### src/rtl/serial_fa_sequencer_if.sv
// Request/result bus of the bit-serial add sequencer.
// The sub select exists only when SERIAL_ADD_SUB_EN is defined.
interface serial_fa_sequencer_if #(
  parameter int WIDTH = 8
);

  logic             start;
  logic [WIDTH-1:0] a_in;
  logic [WIDTH-1:0] b_in;
  logic             cin_in;
`ifdef SERIAL_ADD_SUB_EN
  logic             sub;
`endif
  logic             busy;
  logic             done;
  logic [WIDTH-1:0] sum_out;
  logic             cout_out;

`ifdef SERIAL_ADD_SUB_EN
  modport master (
    output start, a_in, b_in, cin_in, sub,
    input  busy, done, sum_out, cout_out
  );

  modport slave (
    input  start, a_in, b_in, cin_in, sub,
    output busy, done, sum_out, cout_out
  );
`else
  modport master (
    output start, a_in, b_in, cin_in,
    input  busy, done, sum_out, cout_out
  );

  modport slave (
    input  start, a_in, b_in, cin_in,
    output busy, done, sum_out, cout_out
  );
`endif

endinterface

### src/rtl/serial_fa_sequencer.sv
// Bit-serial add controller driving an external single-bit full adder, LSB first.
// Define SERIAL_ADD_SUB_EN to add two's-complement subtraction via bus.sub.
module serial_fa_sequencer #(
  parameter int WIDTH = 8
) (
  input  logic                  clk,
  input  logic                  rst,
  serial_fa_sequencer_if.slave  bus,
  output logic                  fa_a,
  output logic                  fa_b,
  output logic                  fa_cin,
  input  logic                  fa_sum,
  input  logic                  fa_cout
);

  localparam int CNT_W = $clog2(WIDTH);
  localparam logic [CNT_W-1:0] LAST_BIT = CNT_W'(WIDTH - 1);

  typedef enum logic [1:0] {
    IDLE = 2'd0,
    RUN  = 2'd1,
    DONE = 2'd2
  } state_t;

  state_t           state_r;
  state_t           state_n;
  logic             busy_r;
  logic             done_r;
  logic [WIDTH-1:0] a_sh_r;
  logic [WIDTH-1:0] b_sh_r;
  // The LSB of the result shifter would only ever fall off the bottom, so it is not stored.
  logic [WIDTH-1:1] res_sh_r;
  logic             carry_r;
  logic [CNT_W-1:0] cnt_r;
  logic [WIDTH-1:0] sum_out_r;
  logic             cout_out_r;

  logic [WIDTH-1:0] b_load_s;
  logic             carry_load_s;
  logic [WIDTH-1:0] res_next_s;
  logic             last_s;

  // Operand B / initial carry selection at the accepting edge
  always_comb begin
    b_load_s     = bus.b_in;
    carry_load_s = bus.cin_in;
`ifdef SERIAL_ADD_SUB_EN
    if (bus.sub) begin
      b_load_s     = ~bus.b_in;
      carry_load_s = 1'b1;
    end else begin
      b_load_s     = bus.b_in;
      carry_load_s = bus.cin_in;
    end
`endif
  end

  // Result shift value and final-bit detect
  always_comb begin
    res_next_s = {fa_sum, res_sh_r};
    if (cnt_r == LAST_BIT) begin
      last_s = 1'b1;
    end else begin
      last_s = 1'b0;
    end
  end

  // Next-state logic
  always_comb begin
    state_n = state_r;
    case (state_r)
      IDLE: begin
        if (bus.start) begin
          state_n = RUN;
        end else begin
          state_n = IDLE;
        end
      end
      RUN: begin
        if (last_s) begin
          state_n = DONE;
        end else begin
          state_n = RUN;
        end
      end
      DONE:    state_n = IDLE;
      default: state_n = IDLE;
    endcase
  end

  // State register with busy/done registered from the next state
  always_ff @(posedge clk) begin
    if (rst) begin
      state_r <= IDLE;
      busy_r  <= 1'b0;
      done_r  <= 1'b0;
    end else begin
      state_r <= state_n;
      busy_r  <= (state_n == RUN);
      done_r  <= (state_n == DONE);
    end
  end

  // Operand/result shifters, carry flip-flop, bit counter and held result
  always_ff @(posedge clk) begin
    if (rst) begin
      a_sh_r     <= {WIDTH{1'b0}};
      b_sh_r     <= {WIDTH{1'b0}};
      res_sh_r   <= {(WIDTH-1){1'b0}};
      carry_r    <= 1'b0;
      cnt_r      <= {CNT_W{1'b0}};
      sum_out_r  <= {WIDTH{1'b0}};
      cout_out_r <= 1'b0;
    end else begin
      case (state_r)
        IDLE: begin
          if (bus.start) begin
            a_sh_r  <= bus.a_in;
            b_sh_r  <= b_load_s;
            carry_r <= carry_load_s;
            cnt_r   <= {CNT_W{1'b0}};
          end
        end
        RUN: begin
          res_sh_r <= res_next_s[WIDTH-1:1];
          a_sh_r   <= {1'b0, a_sh_r[WIDTH-1:1]};
          b_sh_r   <= {1'b0, b_sh_r[WIDTH-1:1]};
          carry_r  <= fa_cout;
          cnt_r    <= cnt_r + CNT_W'(1);
          if (last_s) begin
            sum_out_r  <= res_next_s;
            cout_out_r <= fa_cout;
          end
        end
        default: begin
        end
      endcase
    end
  end

  // The adder path must settle within the cycle, so the bit pair comes straight from registers.
  assign fa_a   = (state_r == RUN) & a_sh_r[0];
  assign fa_b   = (state_r == RUN) & b_sh_r[0];
  assign fa_cin = (state_r == RUN) & carry_r;

  assign bus.busy     = busy_r;
  assign bus.done     = done_r;
  assign bus.sum_out  = sum_out_r;
  assign bus.cout_out = cout_out_r;

endmodule

### src/flat_wrapper.sv
// flat-port wrapper written by rule: the top's interface ports become plain ports
module serial_fa_sequencer_flat 
#(
  parameter int WIDTH = 8
)
  (clk, rst, fa_a, fa_b, fa_cin, fa_sum, fa_cout, bus_start, bus_a_in, bus_b_in, bus_cin_in, bus_busy, bus_done, bus_sum_out, bus_cout_out);
  serial_fa_sequencer_if #(.WIDTH(WIDTH)) bus_i ();
  input  logic clk;
  input  logic rst;
  output logic fa_a;
  output logic fa_b;
  output logic fa_cin;
  input  logic fa_sum;
  input  logic fa_cout;
  input wire logic [$bits(bus_i.start)-1:0] bus_start;
  input wire logic [$bits(bus_i.a_in)-1:0] bus_a_in;
  input wire logic [$bits(bus_i.b_in)-1:0] bus_b_in;
  input wire logic [$bits(bus_i.cin_in)-1:0] bus_cin_in;
  output wire logic [$bits(bus_i.busy)-1:0] bus_busy;
  output wire logic [$bits(bus_i.done)-1:0] bus_done;
  output wire logic [$bits(bus_i.sum_out)-1:0] bus_sum_out;
  output wire logic [$bits(bus_i.cout_out)-1:0] bus_cout_out;
  assign bus_i.start = bus_start;
  assign bus_i.a_in = bus_a_in;
  assign bus_i.b_in = bus_b_in;
  assign bus_i.cin_in = bus_cin_in;
  assign bus_busy = bus_i.busy;
  assign bus_done = bus_i.done;
  assign bus_sum_out = bus_i.sum_out;
  assign bus_cout_out = bus_i.cout_out;
  serial_fa_sequencer #(.WIDTH(WIDTH)) u_core (.clk(clk), .rst(rst), .bus(bus_i), .fa_a(fa_a), .fa_b(fa_b), .fa_cin(fa_cin), .fa_sum(fa_sum), .fa_cout(fa_cout));
endmodule
### config.mk
export PLATFORM = sky130hd
export DESIGN_NAME = serial_fa_sequencer_flat
export DESIGN_NICKNAME = d
export VERILOG_FILES = /design/src/rtl/serial_fa_sequencer_if.sv /design/src/rtl/serial_fa_sequencer.sv /design/src/flat_wrapper.sv
export SDC_FILE = /design/constraint.sdc
export NUM_CORES = 1
export LEC_CHECK = 0
export ABC_AREA = 1
export CORE_AREA = 2 2 62 64
export CTS_CLUSTER_DIAMETER = 150
export CTS_CLUSTER_SIZE = 16
export DETAILED_ROUTE_END_ITERATION = 6
export DIE_AREA = 0 0 64 66
export HOLD_SLACK_MARGIN = 0.03
export PLACE_DENSITY = 0.91
export SYNTH_ARGS = -nofsm -noshare
export SYNTH_HDL_FRONTEND = slang
export SYNTH_SLANG_ARGS = --single-unit
### constraint.sdc
create_clock -name clk -period 2.55 [get_ports clk]
set_input_delay 0.3825 -clock clk [delete_from_list [all_inputs] [get_ports clk]]
set_output_delay 0.3825 -clock clk [all_outputs]
set_load 0.02 [all_outputs]
Word level (Yosys, flattened, before mapping)

Index checks and enable logic that the tools add are counted.

Flip-flop bits (word level): 40
Output and inout bits: 14
Bits of input ports: 22
Word-level logic and storage cells: 35

Eq/ne operators: 5
$add $sub $neg: 1
Bitwise operators: 3
Reduce and logical (&&, ||, !) cells: 4
Mux-type cells: 12

Operators by type and width:

| cell                                                                   | count |
|---|---|
| 8-bit case mux with 2 select lines                                     | 2 |
| 8-bit two-way mux                                                      | 2 |
| 3-bit case mux with 2 select lines                                     | 1 |
| 2-bit by 1-bit equality test with 1-bit output (second input constant) | 2 |
| 2-bit case mux with 2 select lines                                     | 1 |
| 2-bit AND reduction                                                    | 2 |
| 3-bit by 1-bit adder with 3-bit output (second input constant)         | 1 |
| 1-bit AND                                                              | 3 |
| 3-bit equality test (second input constant)                            | 1 |
| 1-bit two-way mux                                                      | 3 |
| 3-bit two-way mux                                                      | 1 |
| 2-bit equality test (second input constant)                            | 1 |
| 2-bit zero test                                                        | 1 |
| 2-bit two-way mux                                                      | 1 |
| 2-bit != test (second input constant)                                  | 1 |
| 1-bit case mux with 2 select lines                                     | 1 |
| 2-bit nonzero test                                                     | 1 |

Depth between registers and ports, before layout

Gate-level depths: netlist (run 1).

Depth in word-level cells: 5
Mapped depth: 7
Gate-level depth less buffers: 6

Least setup slack after synthesis (run 1)

OpenSTA, ideal clock, no wires.

Kind: flip-flop to output port
Start: register u_core.state_r[1]
End: output fa_a
Path buffers: 1
Stages on the path, launching flop included: 5
Slack: 1165 ps
Data arrival time: 1003 ps
Required time: 2168 ps
Cell sequence: dfxtp_1 > inv_2 > nand2_4 > buf_4 > nor2_1

Word-level cells in the longest chain between the ends: 2

RTL lines:

| element                                        | line                       | RTL |
|---|---|---|
| start, declared                                | serial_fa_sequencer.sv:25  | `state_t state_r;` |
| start signal, assigned                         | serial_fa_sequencer.sv:98  | `state_r <= state_n;` |
| 2-bit by 1-bit equality test with 1-bit output | serial_fa_sequencer.sv:142 | `assign fa_a = (state_r == RUN) & a_sh_r[0];` |
| 1-bit AND                                      | serial_fa_sequencer.sv:142 |  |
| end, declared                                  | flat_wrapper.sv:10         | `output logic fa_a;` |

No other way between the ends.

Final worst setup path (run 1)

Start: register u_core.state_r[1]
End: output fa_cin

Word-level cells in the longest chain between the ends: 2

RTL lines:

| element                                        | line                       | RTL |
|---|---|---|
| 2-bit by 1-bit equality test with 1-bit output | serial_fa_sequencer.sv:144 | `assign fa_cin = (state_r == RUN) & carry_r;` |
| 1-bit AND                                      | serial_fa_sequencer.sv:144 |  |
| end, declared                                  | flat_wrapper.sv:12         | `output logic fa_cin;` |

No other way between the ends.

==> flow_summary.json, run 1 <==
{
  "start_kind": "flip-flop",
  "holdPathStages": 2,
  "hold_buffers": 0,
  "first_iter_violations": 122,
  "grt_max_degree": 33,
  "r2r_end": "u_core.bus.sum_out[2]",
  "cts_buffers": 5,
  "design_area_mm2": 0.00223,
  "yosysWarningCount": 0,
  "numPortBuffers": 35,
  "fp.dieH_um": 66,
  "clockRootBuffer": "clkbuf_4",
  "yosys.area.top_type": "dfxtp_1",
  "grt_pass1_wl_um": 6000,
  "area_growth_pct": 22.3,
  "hold_violations": 0,
  "die_x_um": 64,
  "outcome": "finished, final reports clean",
  "nets": 318,
  "min_to": "u_core.bus.sum_out[3]",
  "final_util_pct": 62.8,
  "cp.arrival_ps": 1730,
  "dieArea_mm2": 0.00422,
  "p_clk_share_pct": 28.0,
  "synth-seq-area-share_pct": 44.0,
  "relSlewSlack_pct": 41.7,
  "rows": 22,
  "hp-start": "u_core.res_sh_r[4]",
  "synth_edf_count": 0,
  "cts_max_level": 2,
  "cts_max_path_buffers": 2,
  "critPathCaptureType": "primary output",
  "reg2regPathDepth": 7,
  "reg2reg_from": "u_core.state_r[0]",
  "pre_cts_slack_ps": 669,
  "drtAntennaViolNets": 0,
  "criticalPathCategory": "reg2out",
  "period_minus_slack_ps": 2110,
  "peakVddDrop_v": 0.000345,
  "cap_viol_max_count": 0,
  "gp_congestion": 0.719,
  "cts_sinks": 40,
  "hold-worst-slack_ps": 470,
  "synth_ff_type": "dfxtp_1",
  "min_path_type": "reg2reg",
  "slew_violations": 0,
  "fin_worst_skew_ps": 8.54,
  "cts_tree": "yes",
  "synthDistinctLibCells": 18,
  "synthTopCellsByArea": "dfxtp_1 44%, nand2_1 17%, nor2_1 11%",
  "internal_power_uw": 886,
  "viasPerCell": 4.72,
  "syn_avg_cell_area_um2": 6.95,
  "rsz0062_at_grt": "no",
  "syn_area_mm2": 0.00182,
  "synth_common_cells": "82 x nand2_1, 55 x nor2_1, 40 x dfxtp_1",
  "cts_resized": 0,
  "start_util_pct": 51.3,
  "path_max_fanout": 25,
  "crit_required_ps": 2170,
  "first_pass_iters": 4,
  "rrSetupSlack_ps": 880,
  "place_area_mm2": 0.00216,
  "combPwrFrac_pct": 16.3,
  "worst_pin_slew_ps": 874,
  "antenna_found_initial": 0,
  "synth_seq_cells": 40,
  "power_density_mw_per_mm2": 551,
  "drcViolationCount": 0,
  "post_cts_buffers": 0,
  "grtUsageTotal_pct": 18.6,
  "vias": 1619,
  "coreArea_mm2": 0.00355,
  "yosysMostFrequentCell": "nand2_1",
  "swShare_pct": 27.8,
  "routed_wl_um": 3500,
  "clk-insertion-delay-late_ps": 360,
  "grt_pass1_vias": 1458,
  "finalCritPeriodShare_pct": 82.7,
  "p_sw_uw": 341,
  "hpwl_um": 2380,
  "synth_nets": 286,
  "async_reset_ff_share_pct": 0,
  "n_antenna_cell": 0,
  "wire_per_inst_um": 10.2,
  "max_freq_mhz": 474,
  "yosys.area.top_type_share_pct": 44.0,
  "finalSetupTns_ps": 0,
  "cts.reportedPaths.clkPinSlew_ps": 110,
  "syn_inst": 262,
  "setup_slack_ps": 442,
  "cellLeakagePower_uw": 0.00102,
  "finalSetupViolCount": 0,
  "p_seq_share_pct": 55.6,
  "gr-total-overflow": 0,
  "top_level_ports": 36,
  "drive_gt1_share_pct": 9.15
}
-- stage by stage --
step,cells,total power [uW]
after floorplan,262,841
after global placement,335,890
after detailed placement,335,897
after CTS,343,1240
after global routing,343,1300
final,343,1230
-- final cells by class --
| type | count | area, um^2 |
|---|---|---|
| Clock buffer | 6 | 51.3 |
| Clock inverter | 2 | 15.0 |
| Fill cell | 325 | 1320 |
| Inverter | 22 | 82.6 |
| Multi-Input combinational cell | 186 | 826 |
| Sequential cell | 40 | 801 |
| Tap cell | 48 | 60.1 |
| Timing Repair Buffer | 39 | 393 |
-- cell usage in the layout, fill, tap and decap left out --
master,Yosys,final
ha_1,2,2
nand3_1,24,24
clkinvlp_4,0,2
buf_12,0,1
nor2_1,55,55
a21oi_2,4,4
clkbuf_4,0,5
inv_2,2,2
clkdlybuf4s50_1,0,35
buf_4,3,3
o21ai_4,1,1
nand2_4,1,1
nor2_4,2,2
nand2_1,82,82
inv_1,20,20
o21ai_0,8,8
nand2_2,5,5
clkbuf_8,0,1
a21oi_1,2,2
dfxtp_1,40,40
-- kinds of logic (layout without fill, tap and decap cells) --
group                      after synthesis  in the layout  share of synthesized area [%]
DFF                                     40             40                           44.0
and+or+nand+nor                        169            169                           38.4
buffers and inverters                   36             69                           10.7
AOI/OAI and AO/OA                       15             15                           5.56
adders and majority gates                2              2                           1.37
-- state kept, by name, indices dropped and copies added (netlist names) --
| register | cells |
|---|---|
| u_core.a_sh_r | 8 |
| u_core.b_sh_r | 8 |
| u_core.bus.sum_out | 8 |
| u_core.res_sh_r | 7 |
| u_core.cnt_r | 3 |
| u_core.state_r | 2 |
| u_core.bus.busy | 1 |
| u_core.bus.cout_out | 1 |
| u_core.bus.done | 1 |
| u_core.carry_r | 1 |
-- power groups by stage --
| stage | Sequential (uW) | Clock (uW) | Combinational, uW |
|---|---|---|---|
| global route | 688 | 377 | 230 |
| detailed placement | 697 | 0 | 201 |
| global placement | 696 | 0 | 195 |
| finish | 683 | 344 | 200 |
| floorplan | 694 | 0 | 148 |
| CTS | 683 | 351 | 203 |
-- worst max-delay path by stage --
stage	start	endpoint	slack [ps]	cells after the start
6_report	u_core.state_r[1]	fa_cin	440	4
5_1_grt	u_core.state_r[1]	fa_cin	310	4
4_1_cts	u_core.state_r[1]	fa_cin	410	4
3_5_place_dp	rst	u_core.res_sh_r[2]	670	4
3_3_place_gp	rst	u_core.res_sh_r[7]	720	4
2_1_floorplan	u_core.state_r[1]	fa_a	1160	4
-- layer usage --
layer | vias up | global-route usage [%] | part of all wire, %
met1 | 719 | 20.2 | 45
met3 | 8 | 5.62 | 4.5
met5 | - | 0 | 0
met4 | 0 | 8.15 | 1.9
met2 | 29 | 33.2 | 48
li1 | 863 | - | -
-- critical path, cell delays in order, from the launching register on --
cell and delay [ps]:
dfxtp_1 380, inv_2 100, nand2_4 150, nor2_1 130, clkdlybuf4s50_1 610
(Power assumes the default switching activity.)
==> inputs of run 2 (changes only) <==
Settings changed: CORE_AREA 2 2 62 64 to 2 2 66 68, DIE_AREA 0 0 64 66 to 0 0 68 70, PLACE_DENSITY 0.91 to 0.85.
Clock period 2.55 ns to 1.7 ns, I/O delays scaled along.
==> run 2 against run 1 <==
Compared with the run above: worst setup slack lost 310 ps; highest routed layer unchanged; cell area is 3.9% higher; utilization decreased by 6.9 points; register-to-register slack worse by 580 ps; die area rose by 13%; wire length grew 4.5%; critical endpoint unchanged; total power rose by 76%; first-iteration DRC count up 39%; final cell count grew 2.3%; sequential power rose by 49%; clock skew decreased by 2.4 ps.
==> flow_summary.json, run 2 (synthesis gave the netlist of run 1 again) <==
{
  "r2r_end": "u_core.bus.sum_out[6]",
  "grtUsageTotal_pct": 16.9,
  "wire_per_inst_um": 10.4,
  "final_cell_mix": "82 x nand2_1, 55 x nor2_1, 40 x dfxtp_1",
  "cts_max_path_buffers": 2,
  "power_density_mw_per_mm2": 934,
  "hold_buffers": 0,
  "outcome": "finished, final reports clean",
  "gr-total-overflow": 0,
  "cp.arrival_ps": 1320,
  "die_x_um": 68,
  "cts.reportedPaths.clkPinSlew_ps": 80,
  "first_iter_violations": 169,
  "hpwl_um": 2480,
  "pre_cts_slack_ps": 177,
  "hold-worst-slack_ps": 459,
  "startpoint": "u_core.state_r[1]",
  "antenna_found_initial": 0,
  "endpoint": "fa_cin",
  "rsz0062_at_grt": "no",
  "vias": 1646,
  "cts_sinks": 40,
  "path_max_fanout": 15,
  "area_growth_pct": 27.1,
  "top_level_ports": 36,
  "gp_congestion": 0.750,
  "coreArea_mm2": 0.00414,
  "cts_resized": 3,
  "fin_worst_skew_ps": 6.10,
  "post_cts_buffers": 0,
  "clk-insertion-delay-late_ps": 300,
  "slew_violations": 0,
  "grt_pass1_wl_um": 6220,
  "peakVddDrop_v": 0.000477,
  "n_antenna_cell": 0,
  "cts_tree": "yes",
  "cts_max_level": 2,
  "worst_pin_slew_ps": 321,
  "nFillCells": 381,
  "max_freq_mhz": 637,
  "drtAntennaViolNets": 0,
  "hold_violations": 0,
  "cts_buffers": 5,
  "criticalPathCategory": "reg2out",
  "finalSetupTns_ps": 0,
  "start_kind": "flip-flop",
  "rows": 24,
  "reg2reg_from": "u_core.state_r[0]",
  "fp.dieH_um": 70,
  "setup_slack_ps": 130,
  "rrSetupSlack_ps": 300,
  "grt_pass1_vias": 1546,
  "nets": 322,
  "drive_gt1_share_pct": 10.4,
  "period_minus_slack_ps": 1570,
  "viasPerCell": 4.69,
  "numPortBuffers": 35,
  "routed_wl_um": 3650,
  "cellLeakagePower_uw": 0.00108,
  "dieArea_mm2": 0.00476,
  "finalCritPeriodShare_pct": 92.4,
  "relSlewSlack_pct": 78.6,
  "reg2regPathDepth": 7,
  "min_path_type": "reg2reg",
  "drcViolationCount": 0,
  "grt_max_degree": 33,
  "critPathCaptureType": "primary output",
  "clockRootBuffer": "clkbuf_8",
  "cap_viol_max_count": 0,
  "finalSetupViolCount": 0,
  "first_pass_iters": 4,
  "start_util_pct": 44.0,
  "crit_required_ps": 1440,
  "final_common_cell": "nand2_1",
  "final_util_pct": 55.9
}
[run 2: cell type report]
| cell class | count | area, um^2 | share of cell area [%] |
|---|---|---|---|
| inverter | 22 | 82.6 | 3.57 |
| clock inverter | 2 | 38.8 | 1.68 |
| clock buffer | 6 | 82.6 | 3.57 |
| tap | 52 | 65.1 | 2.81 |
| timing repair buffer | 43 | 419 | 18.1 |
| multi-input combinational | 186 | 826 | 35.7 |
| sequential | 40 | 801 | 34.6 |
[run 2: how the worst min path moves through the flow]
stage | depth (start not counted) | slack (ps) | start | endpoint
final | 2 | 460 | u_core.res_sh_r[4] | u_core.bus.sum_out[3]
after CTS | 2 | 460 | u_core.res_sh_r[3] | u_core.bus.sum_out[2]
after global routing | 2 | 480 | u_core.b_sh_r[7] | u_core.b_sh_r[7]
after detailed placement | 2 | 450 | u_core.b_sh_r[7] | u_core.b_sh_r[7]
after global placement | 2 | 450 | u_core.res_sh_r[5] | u_core.bus.sum_out[4]
after floorplan | 2 | 360 | fa_cout | u_core.bus.cout_out
[run 2: power by group]
| group | switching [uW] | internal [uW] | total, uW |
|---|---|---|---|
| logic | 170 | 140 | 310 |
| clock network | 347 | 480 | 827 |
| registers | 30.3 | 994 | 1020 |
[run 2: metal layers]
| metal | part of all wire (%) | global-route usage [%] | wire, um |
|---|---|---|---|
| met1 | 44 | 19.6 | 1620 |
| met2 | 48 | 28.7 | 1740 |
| met3 | 5.7 | 4.51 | 209 |
| met4 | 2.1 | 6.89 | 77 |
| met5 | 0 | 0 | 0 |
[run 2: worst max-delay path, stage by stage (launching register included)]
cell and delay, ps:
dfxtp_1 420, inv_2 80, nand2_4 150, nor2_1 60, dlygate4sd2_1 310
[run 2: metrics by stage]
| stage | cell area, um^2 | total power [uW] | std cells |
|---|---|---|---|
| after global placement | 2200 | 1350 | 343 |
| after detailed placement | 2200 | 1360 | 343 |
| after global routing | 2310 | 2250 | 351 |
| final | 2310 | 2160 | 351 |
| after floorplan | 1820 | 1260 | 262 |
| after CTS | 2310 | 2180 | 351 |
==> inputs of run 3 (changes only) <==
Settings changed: MAX_ROUTING_LAYER from default to met4, SETUP_SLACK_MARGIN from default to 0.3.
==> run 3 against run 2 <==
Compared with the run above: clock-buffer cell count unchanged; total power increased by 0.48%; fmax increased by 17%; via count increased by 0.79%; clock power about the same; hold slack improved by 4.8 ps; worst setup slack improved by 230 ps; final cell count unchanged; critical path depth unchanged; sequential share of layout area about the same; global-route usage increased by 0.45 points; critical endpoint unchanged; largest power group unchanged; highest routed layer unchanged.
==> flow_summary.json, run 3 (synthesis gave the netlist of run 1 again) <==
{
  "nFillCells": 384,
  "period_minus_slack_ps": 1340,
  "grt_max_degree": 33,
  "reg2reg_from": "u_core.state_r[0]",
  "busiest_layer": "met2",
  "start_kind": "flip-flop",
  "use_met2_pct": 28.9,
  "drive_gt1_share_pct": 12.0,
  "wire_per_inst_um": 10.8,
  "top_level_ports": 36,
  "finalSetupTns_ps": 0,
  "rrSetupSlack_ps": 370,
  "coreArea_mm2": 0.00414,
  "post_cts_buffers": 0,
  "reg2regPathDepth": 7,
  "critPathCaptureType": "primary output",
  "area_growth_pct": 27.4,
  "endpoint": "fa_cin",
  "criticalPathCategory": "reg2out",
  "use_met3_pct": 4.35,
  "min_path_type": "reg2reg",
  "hpwl_um": 2480,
  "clockRootBuffer": "clkbuf_8",
  "cap_viol_max_count": 0,
  "cts_buffers": 5,
  "routed_wl_um": 3800,
  "r2r_end": "u_core.bus.cout_out",
  "first_pass_iters": 4,
  "start_util_pct": 44.0,
  "rows": 24,
  "worst_pin_slew_ps": 319,
  "power_density_mw_per_mm2": 936,
  "crit_required_ps": 1440,
  "first_iter_violations": 166,
  "grt_pass1_vias": 1550,
  "vias": 1659,
  "slew_violations": 0,
  "hold_buffers": 0,
  "grtUsageTotal_pct": 17.4,
  "outcome": "finished, final reports clean",
  "gp_congestion": 0.759,
  "startpoint": "u_core.state_r[1]",
  "cts_max_path_buffers": 2,
  "dieArea_mm2": 0.00476,
  "cts_max_level": 2,
  "grt_pass1_wl_um": 6230,
  "final_cell_mix": "82 x nand2_1, 55 x nor2_1, 38 x dfxtp_1",
  "use_met1_pct": 19.5,
  "drtAntennaViolNets": 0,
  "rsz0062_at_grt": "yes",
  "cts_sinks": 40,
  "cp.arrival_ps": 1090,
  "final_common_cell": "nand2_1",
  "cts.reportedPaths.clkPinSlew_ps": 80,
  "die_x_um": 68,
  "path_max_fanout": 15,
  "n_antenna_cell": 0,
  "cellLeakagePower_uw": 0.00114,
  "nets": 322,
  "final_util_pct": 56.0,
  "drcViolationCount": 0,
  "viasPerCell": 4.73,
  "clk-insertion-delay-late_ps": 300,
  "finalCritPeriodShare_pct": 78.9,
  "gr-total-overflow": 0,
  "relSlewSlack_pct": 78.7,
  "antenna_found_initial": 0,
  "fp.dieH_um": 70,
  "cts_tree": "yes",
  "finalSetupViolCount": 0,
  "peakVddDrop_v": 0.000477,
  "fin_worst_skew_ps": 5.54,
  "max_freq_mhz": 746,
  "hold_violations": 0,
  "numPortBuffers": 35
}
[run 3: worst min path at each step]
stage                             from                    end  slack (ps)  cells past startpoint
finish                u_core.a_sh_r[7]       u_core.a_sh_r[7]         460                      2
global route          u_core.b_sh_r[7]       u_core.b_sh_r[7]         480                      2
CTS                 u_core.res_sh_r[3]  u_core.bus.sum_out[2]         460                      2
detailed placement    u_core.b_sh_r[7]       u_core.b_sh_r[7]         450                      2
global placement    u_core.res_sh_r[5]  u_core.bus.sum_out[4]         450                      2
floorplan                      fa_cout    u_core.bus.cout_out         360                      2
[run 3: through the flow]
stage | cell area (um^2) | std cells | power [uW] | hold WS [ps] | setup WS, ps
after floorplan | 1820 | 262 | 1260 | 358 | 442
after global placement | 2200 | 343 | 1350 | 451 | 220
after detailed placement | 2200 | 343 | 1360 | 452 | 177
after CTS | 2300 | 351 | 2180 | 464 | 209
after global routing | 2320 | 351 | 2260 | 483 | 273
final | 2320 | 351 | 2170 | 464 | 359
[run 3: timing repair]
action,CTS,global route
gates cloned,0,0
pin swaps,0,1
endpoints found under the setup margin,21,10
gates resized for setup,23,9
[run 3: metal layers]
| metal | wire length, um | up-vias |
|---|---|---|
| li1 | - | 873 |
| met1 | 1690 | 730 |
| met2 | 1820 | 48 |
| met3 | 211 | 8 |
| met4 | 77 | 0 |
| met5 | 0 | - |
[run 3: where the power goes]
group | switching (uW) | internal, uW
registers | 33.1 | 994
logic | 172 | 144
clock network | 348 | 480
total | 553 | 1620
[run 3: worst max-delay path, stage by stage, from the launching register on]
cell	delay (ps)
dfxtp_2	360
inv_4	90
nand2_8	90
nor2_1	110
buf_4	150
[run 3: layout make-up]
class | instances | area (um^2) | area share (%)
multi-input combinational | 186 | 840 | 36.2
clock inverter | 2 | 38.8 | 1.67
sequential | 40 | 803 | 34.6
tap | 52 | 65.1 | 2.80
clock buffer | 6 | 82.6 | 3.56
timing repair buffer | 43 | 407 | 17.5
inverter | 22 | 85.1 | 3.67
